[src/rtl/trace_dfd_pkg.sv]
// Shared trace unloader types, default sizes and parity helper.
// TRACE_UNLOAD_PARITY_EN appends one even-parity bit to every shifted word.
package trace_dfd_pkg;

   localparam int unsigned FPAY_DEF  = 32;
   localparam int unsigned TB_AW_DEF = 9;

`ifdef TRACE_UNLOAD_PARITY_EN
   localparam int unsigned PARITY_BITS = 1;
`else
   localparam int unsigned PARITY_BITS = 0;
`endif

   typedef enum logic [2:0] {
      IDLE  = 3'd0,
      FETCH = 3'd1,
      WAIT  = 3'd2,
      LOAD  = 3'd3,
      SHIFT = 3'd4,
      DONE  = 3'd5
   } unload_state_t;

   // Even parity over a zero-extended word; zero padding does not change the XOR.
   function automatic logic even_parity(input logic [63:0] w);
      return ^w;
   endfunction

endpackage

[src/rtl/trace_unloader_if.sv]
// Debug-controller / trace-buffer / TAP signal bundle for the trace unloader.
interface trace_unloader_if
   import trace_dfd_pkg::*;
#(
   parameter int unsigned Fpay  = FPAY_DEF,
   parameter int unsigned TB_AW = TB_AW_DEF
);
   logic             dbg_req;
   logic             dbg_abort;
   logic [TB_AW-1:0] req_count;
   logic [TB_AW-1:0] tb_level;
   logic             tb_rd;
   logic [Fpay-1:0]  tb_dout;
   logic             shift_en;
   logic             tdo;
   logic             word_rdy;
   logic             busy;
   logic             done;
   logic [TB_AW-1:0] words_sent;

   modport master (
      output dbg_req, dbg_abort, req_count, tb_level, tb_dout, shift_en,
      input  tb_rd, tdo, word_rdy, busy, done, words_sent
   );

   modport slave (
      input  dbg_req, dbg_abort, req_count, tb_level, tb_dout, shift_en,
      output tb_rd, tdo, word_rdy, busy, done, words_sent
   );
endinterface

[src/rtl/trace_shift_reg.sv]
// Parallel-load right-shift register with bit counter for trace word serialisation.
// TRACE_UNLOAD_PARITY_EN loads an even-parity bit above the data bits.
module trace_shift_reg
   import trace_dfd_pkg::*;
#(
   parameter int unsigned Fpay = FPAY_DEF
) (
   input  logic            clk,
   input  logic            rst_n,
   input  logic            load_i,
   input  logic            shift_i,
   input  logic [Fpay-1:0] data_i,
   output logic            nxt_bit_c,
   output logic            last_bit_o
);
   localparam int unsigned WordLen = Fpay + PARITY_BITS;
   localparam int unsigned CntW    = $clog2(WordLen + 1);

   logic [WordLen-1:0] sreg_q, sreg_d;
   logic [CntW-1:0]    cnt_q, cnt_d;
   logic               last_q, last_d;

   always_comb begin
      sreg_d = sreg_q;
      cnt_d  = cnt_q;
      if (load_i) begin
`ifdef TRACE_UNLOAD_PARITY_EN
         sreg_d = {even_parity(64'(data_i)), data_i};
`else
         sreg_d = data_i;
`endif
         cnt_d  = '0;
      end else if (shift_i) begin
         sreg_d = sreg_q >> 1;
         cnt_d  = cnt_q + CntW'(1);
      end
      // last_bit flags that the bit currently presented is the final one of the word
      last_d    = (cnt_d == CntW'(WordLen - 1));
      nxt_bit_c = sreg_d[0];
   end

   always_ff @(posedge clk or negedge rst_n) begin
      if (!rst_n) begin
         sreg_q <= '0;
         cnt_q  <= '0;
         last_q <= 1'b0;
      end else begin
         sreg_q <= sreg_d;
         cnt_q  <= cnt_d;
         last_q <= last_d;
      end
   end

   assign last_bit_o = last_q;

endmodule

[src/rtl/trace_unloader.sv]
// Drains trace buffer words and shifts them LSB-first onto a TAP-style serial output.
// TRACE_UNLOAD_PARITY_EN (via trace_dfd_pkg) adds an even-parity bit per word.
module trace_unloader
   import trace_dfd_pkg::*;
#(
   parameter int unsigned Fpay  = FPAY_DEF,
   parameter int unsigned TB_AW = TB_AW_DEF
) (
   input  logic             clk,
   input  logic             reset,
   trace_unloader_if.slave  bus
);
   unload_state_t    state_q, state_d;
   logic [TB_AW-1:0] n_q, n_d;
   logic [TB_AW-1:0] words_q, words_d;
   logic             abort_q, abort_d;
   logic             tb_rd_q, tb_rd_d;
   logic             tdo_q, tdo_d;
   logic             word_rdy_q, word_rdy_d;
   logic             busy_q, busy_d;
   logic             done_q, done_d;
   logic             load_c, shift_c;
   logic             nxt_bit_c, last_bit;
   logic             abort_pending_c;

   trace_shift_reg #(.Fpay(Fpay)) u_shift (
      .clk        (clk),
      .rst_n      (reset),
      .load_i     (load_c),
      .shift_i    (shift_c),
      .data_i     (bus.tb_dout),
      .nxt_bit_c  (nxt_bit_c),
      .last_bit_o (last_bit)
   );

   // Next-state, counters and registered-output decode
   always_comb begin
      state_d         = state_q;
      n_d             = n_q;
      words_d         = words_q;
      abort_d         = abort_q;
      load_c          = 1'b0;
      shift_c         = 1'b0;
      abort_pending_c = abort_q | bus.dbg_abort;

      case (state_q)
         IDLE: begin
            if (bus.dbg_req) begin
               n_d     = (bus.req_count < bus.tb_level) ? bus.req_count : bus.tb_level;
               words_d = '0;
               state_d = (n_d == '0) ? DONE : FETCH;
            end
         end
         FETCH: state_d = WAIT;
         WAIT:  state_d = LOAD;
         LOAD: begin
            load_c  = 1'b1;
            state_d = SHIFT;
         end
         SHIFT: begin
            if (bus.shift_en) begin
               shift_c = 1'b1;
               if (last_bit) begin
                  words_d = words_q + TB_AW'(1);
                  state_d = ((words_q + TB_AW'(1)) == n_q || abort_pending_c) ? DONE : FETCH;
               end
            end
         end
         DONE:    state_d = IDLE;
         default: state_d = IDLE;
      endcase

      // Abort is sticky for the unload and forgotten once back in IDLE
      if (state_q != IDLE && bus.dbg_abort) abort_d = 1'b1;
      if (state_d == IDLE)                  abort_d = 1'b0;

      tb_rd_d    = (state_d == FETCH);
      word_rdy_d = (state_d == SHIFT);
      busy_d     = (state_d != IDLE);
      done_d     = (state_d == DONE);
      tdo_d      = (state_d == SHIFT) & nxt_bit_c;
   end

   always_ff @(posedge clk or negedge reset) begin
      if (!reset) begin
         state_q    <= IDLE;
         n_q        <= '0;
         words_q    <= '0;
         abort_q    <= 1'b0;
         tb_rd_q    <= 1'b0;
         tdo_q      <= 1'b0;
         word_rdy_q <= 1'b0;
         busy_q     <= 1'b0;
         done_q     <= 1'b0;
      end else begin
         state_q    <= state_d;
         n_q        <= n_d;
         words_q    <= words_d;
         abort_q    <= abort_d;
         tb_rd_q    <= tb_rd_d;
         tdo_q      <= tdo_d;
         word_rdy_q <= word_rdy_d;
         busy_q     <= busy_d;
         done_q     <= done_d;
      end
   end

   assign bus.tb_rd      = tb_rd_q;
   assign bus.tdo        = tdo_q;
   assign bus.word_rdy   = word_rdy_q;
   assign bus.busy       = busy_q;
   assign bus.done       = done_q;
   assign bus.words_sent = words_q;

endmodule

[src/flat_wrapper.sv]
// flat-port wrapper written by rule: the top's interface ports become plain ports
module trace_unloader_flat import trace_dfd_pkg::*;
#(
   parameter int unsigned Fpay  = FPAY_DEF,
   parameter int unsigned TB_AW = TB_AW_DEF
)
  (clk, reset, bus_dbg_req, bus_dbg_abort, bus_req_count, bus_tb_level, bus_tb_dout, bus_shift_en, bus_tb_rd, bus_tdo, bus_word_rdy, bus_busy, bus_done, bus_words_sent);
  trace_unloader_if #(.Fpay(Fpay), .TB_AW(TB_AW)) bus_i ();
  input  logic clk;
  input  logic reset;
  input wire logic [$bits(bus_i.dbg_req)-1:0] bus_dbg_req;
  input wire logic [$bits(bus_i.dbg_abort)-1:0] bus_dbg_abort;
  input wire logic [$bits(bus_i.req_count)-1:0] bus_req_count;
  input wire logic [$bits(bus_i.tb_level)-1:0] bus_tb_level;
  input wire logic [$bits(bus_i.tb_dout)-1:0] bus_tb_dout;
  input wire logic [$bits(bus_i.shift_en)-1:0] bus_shift_en;
  output wire logic [$bits(bus_i.tb_rd)-1:0] bus_tb_rd;
  output wire logic [$bits(bus_i.tdo)-1:0] bus_tdo;
  output wire logic [$bits(bus_i.word_rdy)-1:0] bus_word_rdy;
  output wire logic [$bits(bus_i.busy)-1:0] bus_busy;
  output wire logic [$bits(bus_i.done)-1:0] bus_done;
  output wire logic [$bits(bus_i.words_sent)-1:0] bus_words_sent;
  assign bus_i.dbg_req = bus_dbg_req;
  assign bus_i.dbg_abort = bus_dbg_abort;
  assign bus_i.req_count = bus_req_count;
  assign bus_i.tb_level = bus_tb_level;
  assign bus_i.tb_dout = bus_tb_dout;
  assign bus_i.shift_en = bus_shift_en;
  assign bus_tb_rd = bus_i.tb_rd;
  assign bus_tdo = bus_i.tdo;
  assign bus_word_rdy = bus_i.word_rdy;
  assign bus_busy = bus_i.busy;
  assign bus_done = bus_i.done;
  assign bus_words_sent = bus_i.words_sent;
  trace_unloader #(.Fpay(Fpay), .TB_AW(TB_AW)) u_core (.clk(clk), .reset(reset), .bus(bus_i));
endmodule
[config.mk]
export PLATFORM = sky130hd
export DESIGN_NAME = trace_unloader_flat
export DESIGN_NICKNAME = d
export VERILOG_FILES = /design/src/rtl/trace_dfd_pkg.sv /design/src/rtl/trace_unloader_if.sv /design/src/rtl/trace_shift_reg.sv /design/src/rtl/trace_unloader.sv /design/src/flat_wrapper.sv
export SDC_FILE = /design/constraint.sdc
export NUM_CORES = 1
export LEC_CHECK = 0
export BUFFER_PORTS_ARGS = -buffer_cell sky130_fd_sc_hd__buf_2
export CORE_MARGIN = 5
export CORE_UTILIZATION = 45
export DETAILED_ROUTE_END_ITERATION = 10
export GPL_TIMING_DRIVEN = 0
export PLACE_DENSITY = 0.78
export SLEW_MARGIN = 15
export SYNTH_ARGS = -nofsm -noshare
export SYNTH_HDL_FRONTEND = slang
export SYNTH_HIERARCHICAL = 1
export SYNTH_SLANG_ARGS = --single-unit
[constraint.sdc]
create_clock -name clk -period 2.5 [get_ports clk]
set_clock_uncertainty 0.05 [all_clocks]
set_input_delay 0 -clock clk [delete_from_list [all_inputs] [get_ports clk]]
set_output_delay 0 -clock clk [all_outputs]
set_load 0.005 [all_outputs]
* Word-level counts from Yosys, hierarchy flattened
Cells that the tools add are included.
Cells by class: $add $sub $neg 2, $mul 0, divide/modulo/power cells 0, magnitude comparators 1, equality and inequality tests 12, shift-type cells 0, muxes and demuxes 20, bitwise gates (word level) 2, reduce and logical (&&, ||, !) cells 12
Operators by type and width (count):
- $mux 32 | 2
- $mux 9 | 4
- $pmux 9 s2 | 1
- $mux 3 | 5
- $pmux 3 s5 | 1
- $mux 6 | 2
- $add 9x1->9 const B | 1
- $eq 3x3->1 const B | 3
- $eq 9x9->1 | 1
- $logic_not 9->1 | 1
- $lt 9x9->1 | 1
- $add 6x1->6 const B | 1
- $eq 3x1->1 const B | 2
- $eq 3x2->1 const B | 2
- $eq 6x5->1 const B | 1
- $logic_not 3->1 | 2
- $ne 2x2->1 const B | 3
- $reduce_bool 2->1 | 3
- $reduce_bool 3->1 | 2
- $mux 1 | 5
- $reduce_and 4->1 | 1
- $reduce_and 2->1 | 1
- $and 1x1->1 | 1
- $logic_and 1x1->1 | 1
- 2 further kinds | 2
Storage, ports and cells: register bits 66, latch bits 0, bits in writable memories 0, memory bits (read-only) 0, bits of input ports 55, output and inout port bits 14, logic and storage cells 62, memories kept 0

* Longest topological paths before layout
depth after elaboration 9, mapped depth 9, gate-level depth less buffers 8

* Hierarchy
Netlist, hierarchy kept.
By module, submodules not included:
- trace_shift_reg | times used 1, cells each 169, area an instance 1818.0 um^2, sequential area each 975.9 um^2
- trace_unloader | times used 1, cells each 204, area an instance 1721.7 um^2, sequential area each 675.6 um^2

* Worst setup path before layout
No wires, ideal clock.
path type register to register, from reg u_core.state_q[2], to reg u_core.tdo_q, in the netlist u_core/bus.tdo, library setup time 0.129 ns, arrival 1.612 ns, setup slack 0.709 ns, cell stages (with the launch flop) 8, cells stage by stage dfrtp_1 -> clkbuf_1 -> and3_1 -> buf_6 -> buf_8 -> mux2i_1 -> o21ai_0 -> nor3b_2
On the way: cells in the longest elaborated chain, start to end 5, elaborated cells between the ends (all ways) 15, classes of those cells 5 x eq/ne; 8 x mux; 1 x bitwise; 1 x reduce/logical
RTL lines:
- start: declaration | RTL line trace_unloader.sv:13 | unload_state_t state_q, state_d;
- start signal: assignment | RTL line trace_unloader.sv:96 | state_q <= state_d;
- $eq 3x3->1 | RTL line trace_unloader.sv:46 | case (state_q)
- $mux 1 | RTL line trace_unloader.sv:46
- net u_core.shift_c | RTL line trace_unloader.sv:22 | logic load_c, shift_c;
- $mux 32 | RTL line trace_shift_reg.sv:33 | end else if (shift_i) begin
- $mux 32 | RTL line trace_shift_reg.sv:26 | if (load_i) begin
- net u_core.nxt_bit_c | RTL line trace_unloader.sv:23 | logic nxt_bit_c, last_bit;
- $and 1x1->1 | RTL line trace_unloader.sv:81 | tdo_d = (state_d == SHIFT) & nxt_bit_c;
- net u_core.tdo_d | RTL line trace_unloader.sv:18 | logic tdo_q, tdo_d;
- end signal: assignment | RTL line trace_unloader.sv:101 | tdo_q <= tdo_d;
- end: declaration | RTL line trace_unloader.sv:18
The timed path passes the listed nets, and every way through them passes these cells. The select of a mux whose other input is x is not followed. A chain may end at the register's enable or synchronous reset.

* Worst setup path in the final report
from in bus_req_count[4], to reg u_core.n_q[0]
On the way: cells in the longest elaborated chain, start to end 2
RTL lines:
- start: declaration | RTL line flat_wrapper.sv:13 | input wire logic [$bits(bus_i.req_count)-1:0] bus_req_count;
- $lt 9x9->1 | RTL line trace_unloader.sv:49 | n_d = (bus.req_count < bus.tb_level) ? bus.req_count : bus.tb_level;
- $mux 9 | RTL line trace_unloader.sv:49
- end signal: assignment | RTL line trace_unloader.sv:97 | n_q <= n_d;
- end: declaration | RTL line trace_unloader.sv:14 | logic [TB_AW-1:0] n_q, n_d;
Every way passes these cells.

==> results.json <==
{
  "critical-path-top-cell-by-count": "sky130_fd_sc_hd__dlygate4sd3_1",
  "postLayoutCoreUtil": 0.615,
  "maxCapViolCount": 0,
  "yosys-top-cells-area": "sky130_fd_sc_hd__dfrtp_1 (47%), sky130_fd_sc_hd__mux2i_1 (9.6%), sky130_fd_sc_hd__o21ai_0 (6.8%)",
  "post-cts-setup-buffers": 0,
  "synth.lib_cells_used.distinct": 45,
  "p_sw_frac": 0.343,
  "gp_routability_congestion": 0.845,
  "tritoncts": "done",
  "netlist.area_leader.share": 0.467,
  "synth_top_flop_cell": "sky130_fd_sc_hd__dfrtp_1",
  "cp_required_ns": 2.65,
  "outcome": "finished, final reports clean",
  "worst_path_max_delay_cell": "sky130_fd_sc_hd__dlygate4sd3_1",
  "drt.antenna.violating_nets": 0,
  "synth.most_common_cell": "sky130_fd_sc_hd__dfrtp_1",
  "numCtsBuffers": 9,
  "leakagePower_uw": 0.00212,
  "placement_rows": 32,
  "net-switching-power_uw": 1390,
  "dr_total_vias": 3161,
  "final_max_slew_viol_count": 0,
  "antenna-diode-count": 0,
  "synthArstFlopShare": 1.00,
  "wl_um": 8980,
  "gr-usage-all-layers": 0.188,
  "fin_crit_sh": 0.965,
  "tightest_slew_ns": 0.474,
  "setup-violations-final": 0,
  "timing_hold_violations_final": 0,
  "die_w_um": 98.7,
  "die-height_um": 98.7,
  "worstPathMaxFanout": 9,
  "floorplan.die_area_um2": 9740,
  "clock_sinks": 66,
  "number_of_global_route_vias_before_repair": 3231,
  "startpoint": "bus_req_count[4]",
  "antenna_found_initial": 0,
  "cp_cell_sequence": "dlygate4sd3_1 > buf_2 > ha_1 > a211oi_1 > o211ai_1 > a21oi_4 > mux2i_1 > dlygate4sd3_1 > a21oi_1",
  "cts.clk_slew.worst_paths_ns": 0.07,
  "design_area_um2": 4730,
  "syn-cell-area_um2": 3540,
  "flow.area_growth_from_synthesis_pct": 33.5,
  "core_area_um2": 7690,
  "avgSynthCellArea_um2": 9.49,
  "yosys.area.top_type": "sky130_fd_sc_hd__dfrtp_1",
  "timing.setup.critical_path_class": "in2reg",
  "p_per_area_nw_per_um2": 856,
  "seqPwrFrac": 0.419,
  "timing.critical_path.max_delay_family": "buffers and inverters",
  "grt_remaining_overflow": 0,
  "cts.htree.levels": 3,
  "intPower_uw": 2660,
  "clock.fmax_mhz": 415,
  "remaining_max_slew_budget_at_the_tightest_pin": 0.684,
  "hold_path_class": "in2async",
  "vdd.ir_drop.worst_uv": 624,
  "layout.nets": 564,
  "timing.critical_path.arrival_ns": 2.56,
  "clk_latency_ns": 0.33,
  "ys_ff_latch": 66,
  "r2r_start": "u_core/state_q[2]",
  "share_comb_of_total_power": 0.336,
  "seq_area_frac_synth": 0.467,
  "synth_enable_flop_cells": 0,
  "drc_errors": 0,
  "floorplan.initialDensity": 0.460,
  "grt_pass1_wl_um": 15000,
  "drive_above_1_share": 0.206,
  "drt_first_iter_violations": 165,
  "io_buffer_count": 68,
  "cts-root-to-sink-buffers": 2,
  "routedWlPerCell_um": 14.8,
  "place.detailed.hpwl_um": 6070,
  "power.share.clock": 0.245,
  "crit_path_max_incr_delay_ns": 0.55,
  "drt-vias-per-instance": 5.22,
  "syn-instance-count": 373,
  "yosysWarnings": 6,
  "timing.critical_path.to_type": "flip-flop",
  "finalWorstPathRequiredPeriod_ns": 2.41,
  "dpl-instance-area_um2": 4030,
  "synth.net_count": 438,
  "root_buffer": "sky130_fd_sc_hd__clkbuf_8",
  "cp.buffers_inverters": 3,
  "largest_net_degree_at_the_start_of_global_routing": 43,
  "timing.critical_path.from_type": "input port",
  "drt_first_pass_iters": 4,
  "synth_commonest_cells": "sky130_fd_sc_hd__dfrtp_1 (66), sky130_fd_sc_hd__o21ai_0 (48), sky130_fd_sc_hd__nand2_1 (46)",
  "ioPinCount": 69
}
## per-layer routing
metal / routed length [µm] / GRT usage / up-vias / share of wire
met2: 4420 / 0.321 / 107 / 0.49
met4: 193 / 0.0620 / 0 / 0.021
met5: 0 / 0 / - / 0
met3: 499 / 0.0418 / 22 / 0.056
li1: - / - / 1549 / -
met1: 3870 / 0.238 / 1483 / 0.43
## metrics by stage
stage | TNS [ns] | instances | worst slack [ns] | power, µW | hold WS (ns)
global route | -0.0235 | 606 | -0.0235 | 4320 | 0.0747
detailed placement | 0 | 544 | 0.357 | 2970 | -0.122
finish | 0 | 606 | 0.0876 | 4050 | 0.0571
CTS | 0 | 606 | 0.0180 | 4050 | 0.0516
global placement | 0 | 543 | 0.462 | 2890 | 0.162
floorplan | 0 | 373 | 0.709 | 2590 | -0.346
## power by group through the flow
stage	sequential [µW]	combinational, µW	clock [µW]
after floorplan	1630	959	0
after global placement	1690	1210	0
after detailed placement	1700	1270	0
after CTS	1690	1350	1020
after global routing	1730	1520	1060
final	1700	1360	989
## cell usage in the layout, fill, tap and decap left out, types with 25 or more instances in the layout
cell / count
sky130_fd_sc_hd__a21oi_1: 25
sky130_fd_sc_hd__dlygate4sd3_1: 46
sky130_fd_sc_hd__dfrtp_1: 66
sky130_fd_sc_hd__nand2_1: 46
sky130_fd_sc_hd__mux2i_1: 34
sky130_fd_sc_hd__buf_2: 71
sky130_fd_sc_hd__nor2_1: 41
sky130_fd_sc_hd__o21ai_0: 48
## sequential cells by signal, summed over array words and instances, names as in the netlist
| signal | count |
|---|---|
| u_core/u_shift/sreg_q | 32 |
| u_core/abort_q | 1 |
| u_core/u_shift/last_bit_o | 1 |
| u_core/bus.tdo | 1 |
| u_core/n_q | 9 |
| u_core/bus.tb_rd | 1 |
| u_core/bus.words_sent | 9 |
| u_core/bus.busy | 1 |
| u_core/u_shift/cnt_q | 6 |
| u_core/bus.done | 1 |
| u_core/bus.word_rdy | 1 |
| u_core/state_q | 3 |
## layout make-up
class                      instances  area (µm²)
clock buffer                      10         138
timing repair buffer             115         823
multi-input combinational        278        1720
fill                             642        2960
tap                              102         128
clock inverter                     6        90.1
buffer                            19         134
sequential                        66        1650
inverter                          10        37.5
## worst register-to-register path, cell delays in order (launching register included)
cell and delay (ns):
sky130_fd_sc_hd__dfrtp_1 0.43, sky130_fd_sc_hd__clkbuf_1 0.34, sky130_fd_sc_hd__and3_1 0.30, sky130_fd_sc_hd__buf_6 0.20, sky130_fd_sc_hd__buf_8 0.17, sky130_fd_sc_hd__mux2i_1 0.18
sky130_fd_sc_hd__o21ai_0 0.12, sky130_fd_sc_hd__nor3b_2 0.18
## worst paths after layout
| path | end | slack [ns] | cells past startpoint |
|---|---|---|---|
| worst max-delay path | u_core/n_q[0] | 0.09 | 9 |
| worst min register to register | u_core/state_q[0] | 0.46 | 1 |
| worst min-delay path | u_core/u_shift/sreg_q[21] | 0.06 | 2 |
| max in group asynchronous | u_core/state_q[0] | 1.81 | 3 |
| min in group clk | u_core/n_q[6] | 0.08 | 5 |
| worst max register to register | u_core/bus.tdo | 0.41 | 7 |
## kinds of logic after synthesis
group,count (synthesis),synth area share
AO/OA/AOI/OAI,90,0.141
XOR/XNOR,18,0.0445
adder cells (fa/ha/maj),10,0.0353
buffers and inverters,29,0.0484
flip-flops,66,0.467
multiplexers,34,0.0961
AND/OR/NAND/NOR,126,0.168
## what timing repair did
item	in CTS	in global routing
endpoints found under the hold margin	111	0
resized for setup	0	1
endpoints found under the setup margin	0	1
hold buffers	46	0
(Power assumes the default switching activity.)
